<file path="config.mk">
export PLATFORM = sky130hd
export DESIGN_NAME = uart_rd_sched
export DESIGN_NICKNAME = d
export VERILOG_FILES = /design/src/rtl/uart_pkg.sv /design/src/rtl/rr_arbiter.sv /design/src/rtl/uart_rd_sched.sv
export SDC_FILE = /design/constraint.sdc
export NUM_CORES = 1
export LEC_CHECK = 0
export ABC_AREA = 1
export CAP_MARGIN = 20
export CELL_PAD_IN_SITES_DETAIL_PLACEMENT = 1
export CELL_PAD_IN_SITES_GLOBAL_PLACEMENT = 1
export CORE_MARGIN = 10
export CORE_UTILIZATION = 45
export DETAILED_ROUTE_END_ITERATION = 10
export GPL_ROUTABILITY_DRIVEN = 0
export PLACE_DENSITY_LB_ADDON = 0.1
export SLEW_MARGIN = 10
export SYNTH_ARGS = -nofsm -noshare
export SYNTH_HDL_FRONTEND = slang
export SYNTH_SLANG_ARGS = --single-unit
</file>
<file path="constraint.sdc">
create_clock -name clk -period 5.7 [get_ports clk]
set_input_delay 0.57 -clock clk [delete_from_list [all_inputs] [get_ports clk]]
set_output_delay 0.57 -clock clk [all_outputs]
set_load 0.005 [all_outputs]
</file>
<file path="src/rtl/uart_pkg.sv">
// Shared constants and state type for the telemetry-buffer read scheduler and
// the UART byte loaders that consume its read strobes.
package uart_pkg;

    localparam int unsigned N_CH_DEF     = 5;
    localparam int unsigned WORDS_DEF    = 18;
    localparam int unsigned ADR_W_DEF    = 5;
    localparam int unsigned SLOT_LEN_DEF = 64;
    localparam int unsigned RD_START_DEF = 40;
    localparam int unsigned RD_WIDTH_DEF = 4;

    typedef enum logic [1:0] {
        StIdle,
        StSlot,
        StDone
    } sched_state_e;

endpackage

</file>
<file path="src/rtl/rr_arbiter.sv">
// Combinational round-robin pick: grants the first requester at or after the
// pointer, wrapping around the channel count.
module rr_arbiter #(
    parameter int unsigned N_CH = 5,
    localparam int unsigned PTR_W = (N_CH > 1) ? $clog2(N_CH) : 1
) (
    input  logic [N_CH-1:0]  req_i,
    input  logic [PTR_W-1:0] ptr_i,
    output logic [N_CH-1:0]  gnt_o,
    output logic             any_o
);

    logic              found;
    int unsigned       idx;
    logic [PTR_W-1:0]  sel;

    always_comb begin
        gnt_o = '0;
        found = 1'b0;
        idx   = 0;
        sel   = '0;
        for (int unsigned i = 0; i < N_CH; i++) begin
            idx = (32'(ptr_i) + i) % N_CH;
            sel = PTR_W'(idx);
            if (!found && req_i[sel]) begin
                gnt_o[sel] = 1'b1;
                found      = 1'b1;
            end
        end
        any_o = |req_i;
    end

endmodule

</file>
<file path="src/rtl/uart_rd_sched.sv">
// Shares one telemetry-buffer read port among N_CH UART channels: synchronises
// frame strobes, arbitrates round-robin and paces one read per word slot.
module uart_rd_sched
    import uart_pkg::*;
#(
    parameter int unsigned N_CH     = N_CH_DEF,
    parameter int unsigned WORDS    = WORDS_DEF,
    parameter int unsigned ADR_W    = ADR_W_DEF,
    parameter int unsigned SLOT_LEN = SLOT_LEN_DEF,
    parameter int unsigned RD_START = RD_START_DEF,
    parameter int unsigned RD_WIDTH = RD_WIDTH_DEF
) (
    input  logic             clk,
    input  logic             rst,
    input  logic [N_CH-1:0]  strob,
    output logic [N_CH-1:0]  rd,
    output logic [ADR_W-1:0] rd_adr,
    output logic [N_CH-1:0]  grant,
    output logic             busy,
    output logic [N_CH-1:0]  done
);

    localparam int unsigned SLOT_W = (SLOT_LEN > 1) ? $clog2(SLOT_LEN) : 1;
    localparam int unsigned PTR_W  = (N_CH > 1) ? $clog2(N_CH) : 1;

    localparam logic [SLOT_W-1:0] SLOT_LAST = SLOT_W'(SLOT_LEN - 1);
    localparam logic [SLOT_W-1:0] RD_FIRST  = SLOT_W'(RD_START);
    localparam logic [SLOT_W-1:0] RD_LAST   = SLOT_W'(RD_START + RD_WIDTH - 1);
    localparam logic [ADR_W-1:0]  WORD_LAST = ADR_W'(WORDS - 1);

    logic [N_CH-1:0]   sync1_q, sync2_q, sync3_q, rise_q;
    logic [N_CH-1:0]   pending_q, pending_d, clr;
    logic [N_CH-1:0]   owner_q, owner_d;
    logic [PTR_W-1:0]  ptr_q, ptr_d, owner_idx;
    logic [ADR_W-1:0]  word_q, word_d;
    logic [SLOT_W-1:0] slot_q, slot_d;
    sched_state_e      state_q, state_d;

    logic [N_CH-1:0]   arb_gnt;
    logic              arb_any;
    logic              in_slot, rd_on;

    rr_arbiter #(
        .N_CH (N_CH)
    ) u_arb (
        .req_i (pending_q),
        .ptr_i (ptr_q),
        .gnt_o (arb_gnt),
        .any_o (arb_any)
    );

    always_ff @(posedge clk) begin
        if (rst) begin
            sync1_q   <= '0;
            sync2_q   <= '0;
            sync3_q   <= '0;
            rise_q    <= '0;
            pending_q <= '0;
            owner_q   <= '0;
            ptr_q     <= '0;
            word_q    <= '0;
            slot_q    <= '0;
            state_q   <= StIdle;
        end else begin
            sync1_q   <= strob;
            sync2_q   <= sync1_q;
            sync3_q   <= sync2_q;
            rise_q    <= sync2_q & ~sync3_q;
            pending_q <= pending_d;
            owner_q   <= owner_d;
            ptr_q     <= ptr_d;
            word_q    <= word_d;
            slot_q    <= slot_d;
            state_q   <= state_d;
        end
    end

    always_comb begin
        owner_idx = '0;
        for (int unsigned k = 0; k < N_CH; k++) begin
            if (owner_q[k]) owner_idx = PTR_W'(k);
        end
    end

    always_comb begin
        state_d = state_q;
        owner_d = owner_q;
        ptr_d   = ptr_q;
        word_d  = word_q;
        slot_d  = slot_q;
        clr     = '0;
        case (state_q)
            StIdle: begin
                if (arb_any) begin
                    // Pending is dropped at grant so a re-request raised during
                    // service survives and earns another frame.
                    clr     = arb_gnt;
                    owner_d = arb_gnt;
                    word_d  = '0;
                    slot_d  = '0;
                    state_d = StSlot;
                end
            end
            StSlot: begin
                if (slot_q == SLOT_LAST) begin
                    if (word_q != WORD_LAST) begin
                        word_d = word_q + ADR_W'(1);
                        slot_d = '0;
                    end else begin
                        state_d = StDone;
                    end
                end else begin
                    slot_d = slot_q + SLOT_W'(1);
                end
            end
            StDone: begin
                ptr_d   = (owner_idx == PTR_W'(N_CH - 1)) ? '0 : owner_idx + PTR_W'(1);
                owner_d = '0;
                word_d  = '0;
                slot_d  = '0;
                state_d = StIdle;
            end
            default: state_d = StIdle;
        endcase
        pending_d = (pending_q & ~clr) | rise_q;
    end

    always_comb begin
        in_slot = (state_q == StSlot);
        rd_on   = in_slot && (slot_q >= RD_FIRST) && (slot_q <= RD_LAST);
        busy    = in_slot;
        grant   = in_slot ? owner_q : '0;
        rd      = rd_on ? owner_q : '0;
        rd_adr  = in_slot ? word_q : '0;
        done    = (state_q == StDone) ? owner_q : '0;
    end

endmodule
</file>
==> impl_metrics.json, run 1 <==
{
  "synth_top_family_by_area": "simple AND/OR/NAND/NOR gates",
  "clk_pin_slew_ps": 80,
  "finalCritPeriodShare": 0.7042,
  "worstMarginPinSlew_ps": 580.6,
  "place_hpwl_um": 7329,
  "core_area_mm2": 0.007214,
  "reg2reg_depth": 22,
  "worst-setup-path-type": "flop to flop",
  "status": "finished, final reports clean",
  "r2r_setup_slack_ps": 1690,
  "h-tree-depth": 2,
  "drt_iter0_markers": 87,
  "r2r_end": "pending_q[2]$_SDFF_PP0_",
  "grt_max_degree": 36,
  "dr.pass1.iters": 4,
  "min_path_cells": 1,
  "grt_overflow": 0,
  "pin_count": 28,
  "slew_viol_final": 0,
  "maxCapViolations": 0,
  "area_delta_synth_final_pct": 14.84,
  "clock_latency_ps": 300,
  "fill_cells": 1019,
  "grt_pass1_wl_um": 15430,
  "die_h_um": 105.7,
  "netlist-cell-type-count": 42,
  "max_slew_margin": 0.6089,
  "holdPathEnd": "rise_q[3]$_SDFF_PP0_",
  "cp.arrival_ps": 4190,
  "start_util": 0.4580,
  "cts_post_setup_buffers_inserted": 0,
  "portBuffers": 27,
  "synth-simple-area-share": 0.3802,
  "fin_cells": 643,
  "fp.dieW_um": 105.7,
  "hold_start": "sync3_q[3]$_SDFF_PP0_",
  "ant_nets": 0,
  "synth-edff-count": 0,
  "ys_seq_area_frac": 0.2787,
  "grt_antenna_before_repair": 0,
  "fin_skew_ps": 4.951,
  "synth_compound_gate_area_share": 0.08709,
  "synthArstFlopShare": 0,
  "setup_viol": 0,
  "synth.mux.area_fraction": 0,
  "synth_fa_ha_area_frac": 0.1083,
  "rows": 31,
  "clock_sinks": 46,
  "grt_pass1_vias": 3433,
  "fmax_mhz": 249.1,
  "cp.required_ps": 5880,
  "grt_usage": 0.1647,
  "fin_crit_ps": 4014,
  "cts_tree": "yes",
  "ys_warn_count": 0,
  "critPathMaxFanout": 10,
  "vdd_drop_max_mv": 0.2193,
  "wl_per_cell_um": 14.11,
  "rr_startpoint": "ptr_q[1]$_SDFFE_PP0P_",
  "ys.flop_type": "dfxtp_1",
  "postCtsResizedCells": 0,
  "cts_buffers": 5,
  "syn_area_mm2": 0.003304,
  "hold_path.class": "flop to flop",
  "finalHoldViolCount": 0,
  "rsz0062_at_grt": "no",
  "routed_wl_um": 9074,
  "dieArea_mm2": 0.01117,
  "power_per_cell_area_mw_per_mm2": 173.7,
  "placedCellCount": 635,
  "synth-xor-area-share": 0.02348,
  "finalSetupTns_ps": 0,
  "num_vias": 3251,
  "ys_ff_latch": 46,
  "synth_cells": 514,
  "fin_nets": 578,
  "vias_per_cell": 5.056,
  "num_antenna_cells": 0,
  "drc": 0,
  "drive_above_1_share": 0.07169,
  "clockBufferDepth": 2,
  "cp-start-kind": "flop",
  "syn_area_per_cell_um2": 6.429,
  "worstSetupEndpointType": "flop",
  "clock-root-buffer": "clkbuf_8",
  "p_leak_uw": 0.001792,
  "synth_nets": 549,
  "cts_hold_buf": 0
}
[Yosys cell counts, types with 6 or more instances]
library cell    n  area [µm²]
nor3_1         19       95.09
nand4_1        10       62.56
dfxtp_1        46       920.9
inv_1          96       360.4
nand2_1       108       405.4
ha_1           27       337.8
nand3_2         6       60.06
xor2_1          7       61.31
nand3_1        36       180.2
o22ai_1         8       50.05
nand2_2        10       62.56
o21ai_0        10       50.05
a21oi_1        16       80.08
nor2_1         74       277.8
[critical path: stages, from the launching register on]
cell and delay [ps]:
dfxtp_1 440, inv_1 220, ha_1 400, nor3_1 220, nor2_1 90, xor2_1 170
ha_1 210, fa_1 360, inv_1 60, nor2_1 60, nand2_1 120, xor2_1 290
nand2_1 130, o21ai_1 140, nand3_1 90, nor2_2 160, nand4_1 210, nor2_1 140
nor2_1 50, nand3_1 60, nand2_1 70, nand2_1 90, a21oi_1 70
[per-layer routing]
layer / global-route usage / part of all wire / vias to the layer above
met4: 0.04932 / 0.016 / 0
met1: 0.1737 / 0.43 / 1523
met5: 0 / 0 / -
li1: - / - / 1676
met3: 0.03715 / 0.036 / 11
met2: 0.3149 / 0.52 / 41
[cells in the final DEF (no fill, tap or decap), types with 2 or more instances in the layout]
cell type and count:
a211oi_1 3, a21oi_1 16, buf_4 2, clkbuf_8 5
clkdlybuf4s50_1 27, dfxtp_1 46, ha_1 27, inv_1 96
inv_2 3, nand2_1 108, nand2_2 10, nand3_1 36
nand3_2 6, nand3b_1 3, nand4_1 10, nor2_1 74
nor3_1 19, nor3b_1 2, o21ai_0 10, o21ai_1 2
o21ai_2 2, o22ai_1 8, xor2_1 7
[final cells by class]
cell class	count	area (µm²)	share of cell area
flip-flops and latches	46	920.9	0.2427
well taps	99	123.9	0.03264
clock inverters	2	37.54	0.009891
clock buffers	6	72.57	0.01912
multi-input cells	361	1979	0.5216
repair buffers	29	285.3	0.07517
inverters	100	375.4	0.09891
[power by group]
part / internal (µW) / switching, µW
sequential: 332 / 5.53
combinational: 24.4 / 54.6
clock: 131 / 111
[per-stage QoR]
| step | hold slack [ps] | area, µm² | total power, µW | utilization | setup slack [ps] |
|---|---|---|---|---|---|
| 2_1_floorplan | 374.4 | 3304 | 396.6 | - | 2215 |
| 3_3_place_gp | 378.3 | 3685 | 418.9 | 0.5108 | 1903 |
| 3_5_place_dp | 386.6 | 3685 | 422.4 | 0.5108 | 1693 |
| 4_1_cts | 398.7 | 3795 | 668.8 | 0.5260 | 1669 |
| 5_1_grt | 407.2 | 3795 | 687.9 | 0.5260 | 1256 |
| 6_report | 394.4 | 3795 | 659.1 | 0.5260 | 1686 |
[worst max-delay path by stage]
| stage | from | end | slack (ps) | depth (start not counted) |
|---|---|---|---|---|
| after floorplan | ptr_q[1]$_SDFFE_PP0P_ | pending_q[4]$_SDFF_PP0_ | 2220 | 22 |
| after global routing | ptr_q[1]$_SDFFE_PP0P_ | pending_q[2]$_SDFF_PP0_ | 1260 | 22 |
| final | ptr_q[1]$_SDFFE_PP0P_ | pending_q[2]$_SDFF_PP0_ | 1690 | 22 |
| after global placement | ptr_q[1]$_SDFFE_PP0P_ | pending_q[1]$_SDFF_PP0_ | 1900 | 26 |
| after CTS | ptr_q[1]$_SDFFE_PP0P_ | pending_q[2]$_SDFF_PP0_ | 1670 | 22 |
| after detailed placement | ptr_q[1]$_SDFFE_PP0P_ | owner_q[0]$_SDFFE_PP0P_ | 1690 | 21 |
[flip-flops by register name, indices dropped and copies added, names as in the netlist]
| signal | count |
|---|---|
| owner_q | 5 |
| slot_q | 6 |
| sync1_q | 5 |
| pending_q | 5 |
| state_q | 2 |
| ptr_q | 3 |
| sync3_q | 5 |
| word_q | 5 |
| sync2_q | 5 |
| rise_q | 5 |
[logic make-up after synthesis]
group / count (synthesis)
XOR/XNOR: 8
AO/OA/AOI/OAI: 48
flip-flops: 46
AND/OR/NAND/NOR: 277
buffers and inverters: 107
adder cells (fa/ha/maj): 28
(Power assumes the default switching activity.)
==> run 2, diff against run 1 <==
--- a/config.mk
+++ b/config.mk
@@ -10,7 +10,7 @@
 export CELL_PAD_IN_SITES_DETAIL_PLACEMENT = 1
 export CELL_PAD_IN_SITES_GLOBAL_PLACEMENT = 1
 export CORE_MARGIN = 10
-export CORE_UTILIZATION = 45
+export CORE_UTILIZATION = 37
 export DETAILED_ROUTE_END_ITERATION = 10
 export GPL_ROUTABILITY_DRIVEN = 0
 export PLACE_DENSITY_LB_ADDON = 0.1
==> constraint.sdc (replaced) <==
create_clock -name clk -period 3.5 [get_ports clk]
set_input_delay 0.35 -clock clk [delete_from_list [all_inputs] [get_ports clk]]
set_output_delay 0.35 -clock clk [all_outputs]
set_load 0.005 [all_outputs]
==> impl_metrics.json, run 2 (synthesis gave the netlist of run 1 again) <==
{
  "status": "finished, final reports clean",
  "cts_hold_buf": 0,
  "p_leak_uw": 0.001986,
  "whs_ps": 395.0,
  "grt_antenna_before_repair": 0,
  "drc": 0,
  "core_area_mm2": 0.008721,
  "clock_latency_ps": 300,
  "finalCritPeriodShare": 0.9979,
  "setup_viol": 0,
  "maxCapViolations": 0,
  "vdd_drop_max_mv": 0.2739,
  "hold_path.class": "flop to flop",
  "clockBufferDepth": 2,
  "placedCellCount": 656,
  "largest_reg_flops": 6,
  "cp-start-kind": "flop",
  "ant_nets": 0,
  "area_delta_synth_final_pct": 29.19,
  "place_hpwl_um": 7595,
  "fmax_mhz": 286.3,
  "wl_per_cell_um": 14.47,
  "die_h_um": 114.5,
  "cp.required_ps": 3670,
  "num_antenna_cells": 0,
  "worstMarginPinSlew_ps": 611.3,
  "grt_pass1_wl_um": 15860,
  "worstSetupEndpointType": "flop",
  "num_vias": 3365,
  "met3_length_um": 344,
  "cts_tree": "yes",
  "p_comb_frac": 0.135,
  "p_total_uw": 1010,
  "p_clk_frac": 0.321,
  "mostFrequentLayoutCells": "nand2_1, inv_1, nor2_1, dfxtp_1, clkdlybuf4s50_1",
  "wl_met1_um": 4145,
  "fin_skew_ps": 5.517,
  "p_int_uw": 724.4,
  "slew_viol_final": 0,
  "routed-wl-met2_um": 5094,
  "cp.arrival_ps": 3670,
  "fin_cells": 676,
  "grt_pass1_vias": 3422,
  "start_util": 0.3789,
  "critPathMaxFanout": 6,
  "cts_buffers": 5,
  "fin_crit_ps": 3493,
  "worst_slack_ps": 7.214,
  "top_layer": "met4",
  "max_slew_margin": 0.5909,
  "finish.utilization": 0.4895,
  "fp.dieW_um": 114.5,
  "h-tree-depth": 2,
  "finalHoldViolCount": 0,
  "clk_pin_slew_ps": 90,
  "pin_count": 28,
  "preCtsSetupSlack_ps": -113.4,
  "clock_sinks": 46,
  "grt_usage": 0.1445,
  "drt_iter0_markers": 114,
  "sw_frac_of_total": 0.2830,
  "rows": 34,
  "rsz0062_at_grt": "yes",
  "fin_nets": 602,
  "grt_overflow": 0,
  "pwr-share-seq": 0.544,
  "drive_above_1_share": 0.2077,
  "clock-root-buffer": "clkbuf_8",
  "switching_power_uw": 286.0,
  "final_common_cell": "nand2_1",
  "power_per_cell_area_mw_per_mm2": 236.7,
  "dieArea_mm2": 0.01311,
  "grt_max_degree": 37,
  "regMostFlops": "slot_q",
  "worst-setup-path-type": "flop to flop",
  "portBuffers": 27,
  "routed_wl_um": 9779,
  "vias_per_cell": 4.978,
  "dr.pass1.iters": 4,
  "fill_cells": 1129
}
run 2: changes by cell type in the layout (fill, tap and decap cells not counted), sizes merged:
cell / previous run / this run
buf: 2 / 25
clkbuf: 6 / 5
bufinv: 1 / 0
nor2: 76 / 77
clkinv: 1 / 3
run 2: routing by layer:
layer,global-route usage,up-vias
met5,0,-
met4,0.04261,0
met3,0.02778,11
met2,0.2646,46
met1,0.1639,1598
li1,-,1710
run 2: final timing paths:
check                   startpoint                      end  slack [ps]  cells after the start
min          sync3_q[1]$_SDFF_PP0_     rise_q[1]$_SDFF_PP0_         390                      1
max          ptr_q[0]$_SDFFE_PP0P_  pending_q[1]$_SDFF_PP0_           7                     24
min reg2reg  sync3_q[1]$_SDFF_PP0_     rise_q[1]$_SDFF_PP0_         390                      1
max reg2reg  ptr_q[0]$_SDFFE_PP0P_  pending_q[1]$_SDFF_PP0_           7                     24
run 2: per-stage QoR:
| step | setup TNS, ps | cell area, µm² |
|---|---|---|
| floorplan | 0 | 3304 |
| global placement | 0 | 3786 |
| detailed placement | -577.2 | 3786 |
| CTS | 0 | 3946 |
| global route | -1253 | 4269 |
| finish | 0 | 4269 |
run 2: power by group through the flow:
| stage | combinational [µW] | clock (µW) | sequential [µW] |
|---|---|---|---|
| after CTS | 128 | 338 | 550 |
| after detailed placement | 127 | 0 | 563 |
| after global placement | 123 | 0 | 562 |
| after global routing | 156 | 361 | 552 |
| after floorplan | 86.5 | 0 | 559 |
| final | 136 | 324 | 550 |
run 2: worst max-delay path, cell delays in order (launching register included):
cell     delay (ps)
dfxtp_1         380
inv_2           120
ha_4            190
nor3_4          190
nor2_4           70
xor2_1          220
ha_2            230
fa_2            210
inv_2            40
nor2_4          120
nand2_4          90
nand2_2          70
nand2_2          70
buf_6           130
nor3_4          210
nand2_1          90
nand2_2         100
nor2_4           50
buf_4           130
nor2_4          200
nand3_2         130
nand3_2          90
nand2_2          50
nand2_1          90
a21oi_1          50
run 2: area by class of cell:
type	count	area (µm²)	share of cell area
well taps	108	135.1	0.03165
inverters	100	380.4	0.08910
repair buffers	52	476.7	0.1117
clock inverters	3	21.27	0.004982
multi-input cells	362	2263	0.5302
clock buffers	5	68.82	0.01612
flip-flops and latches	46	923.4	0.2163
run 2: repair_timing:
action | CTS | global route
pin swaps | 8 | 39
gates resized for setup | 12 | 64
setup endpoints to repair | 10 | 10
setup buffers | 1 | 10
gates cloned | 0 | 1
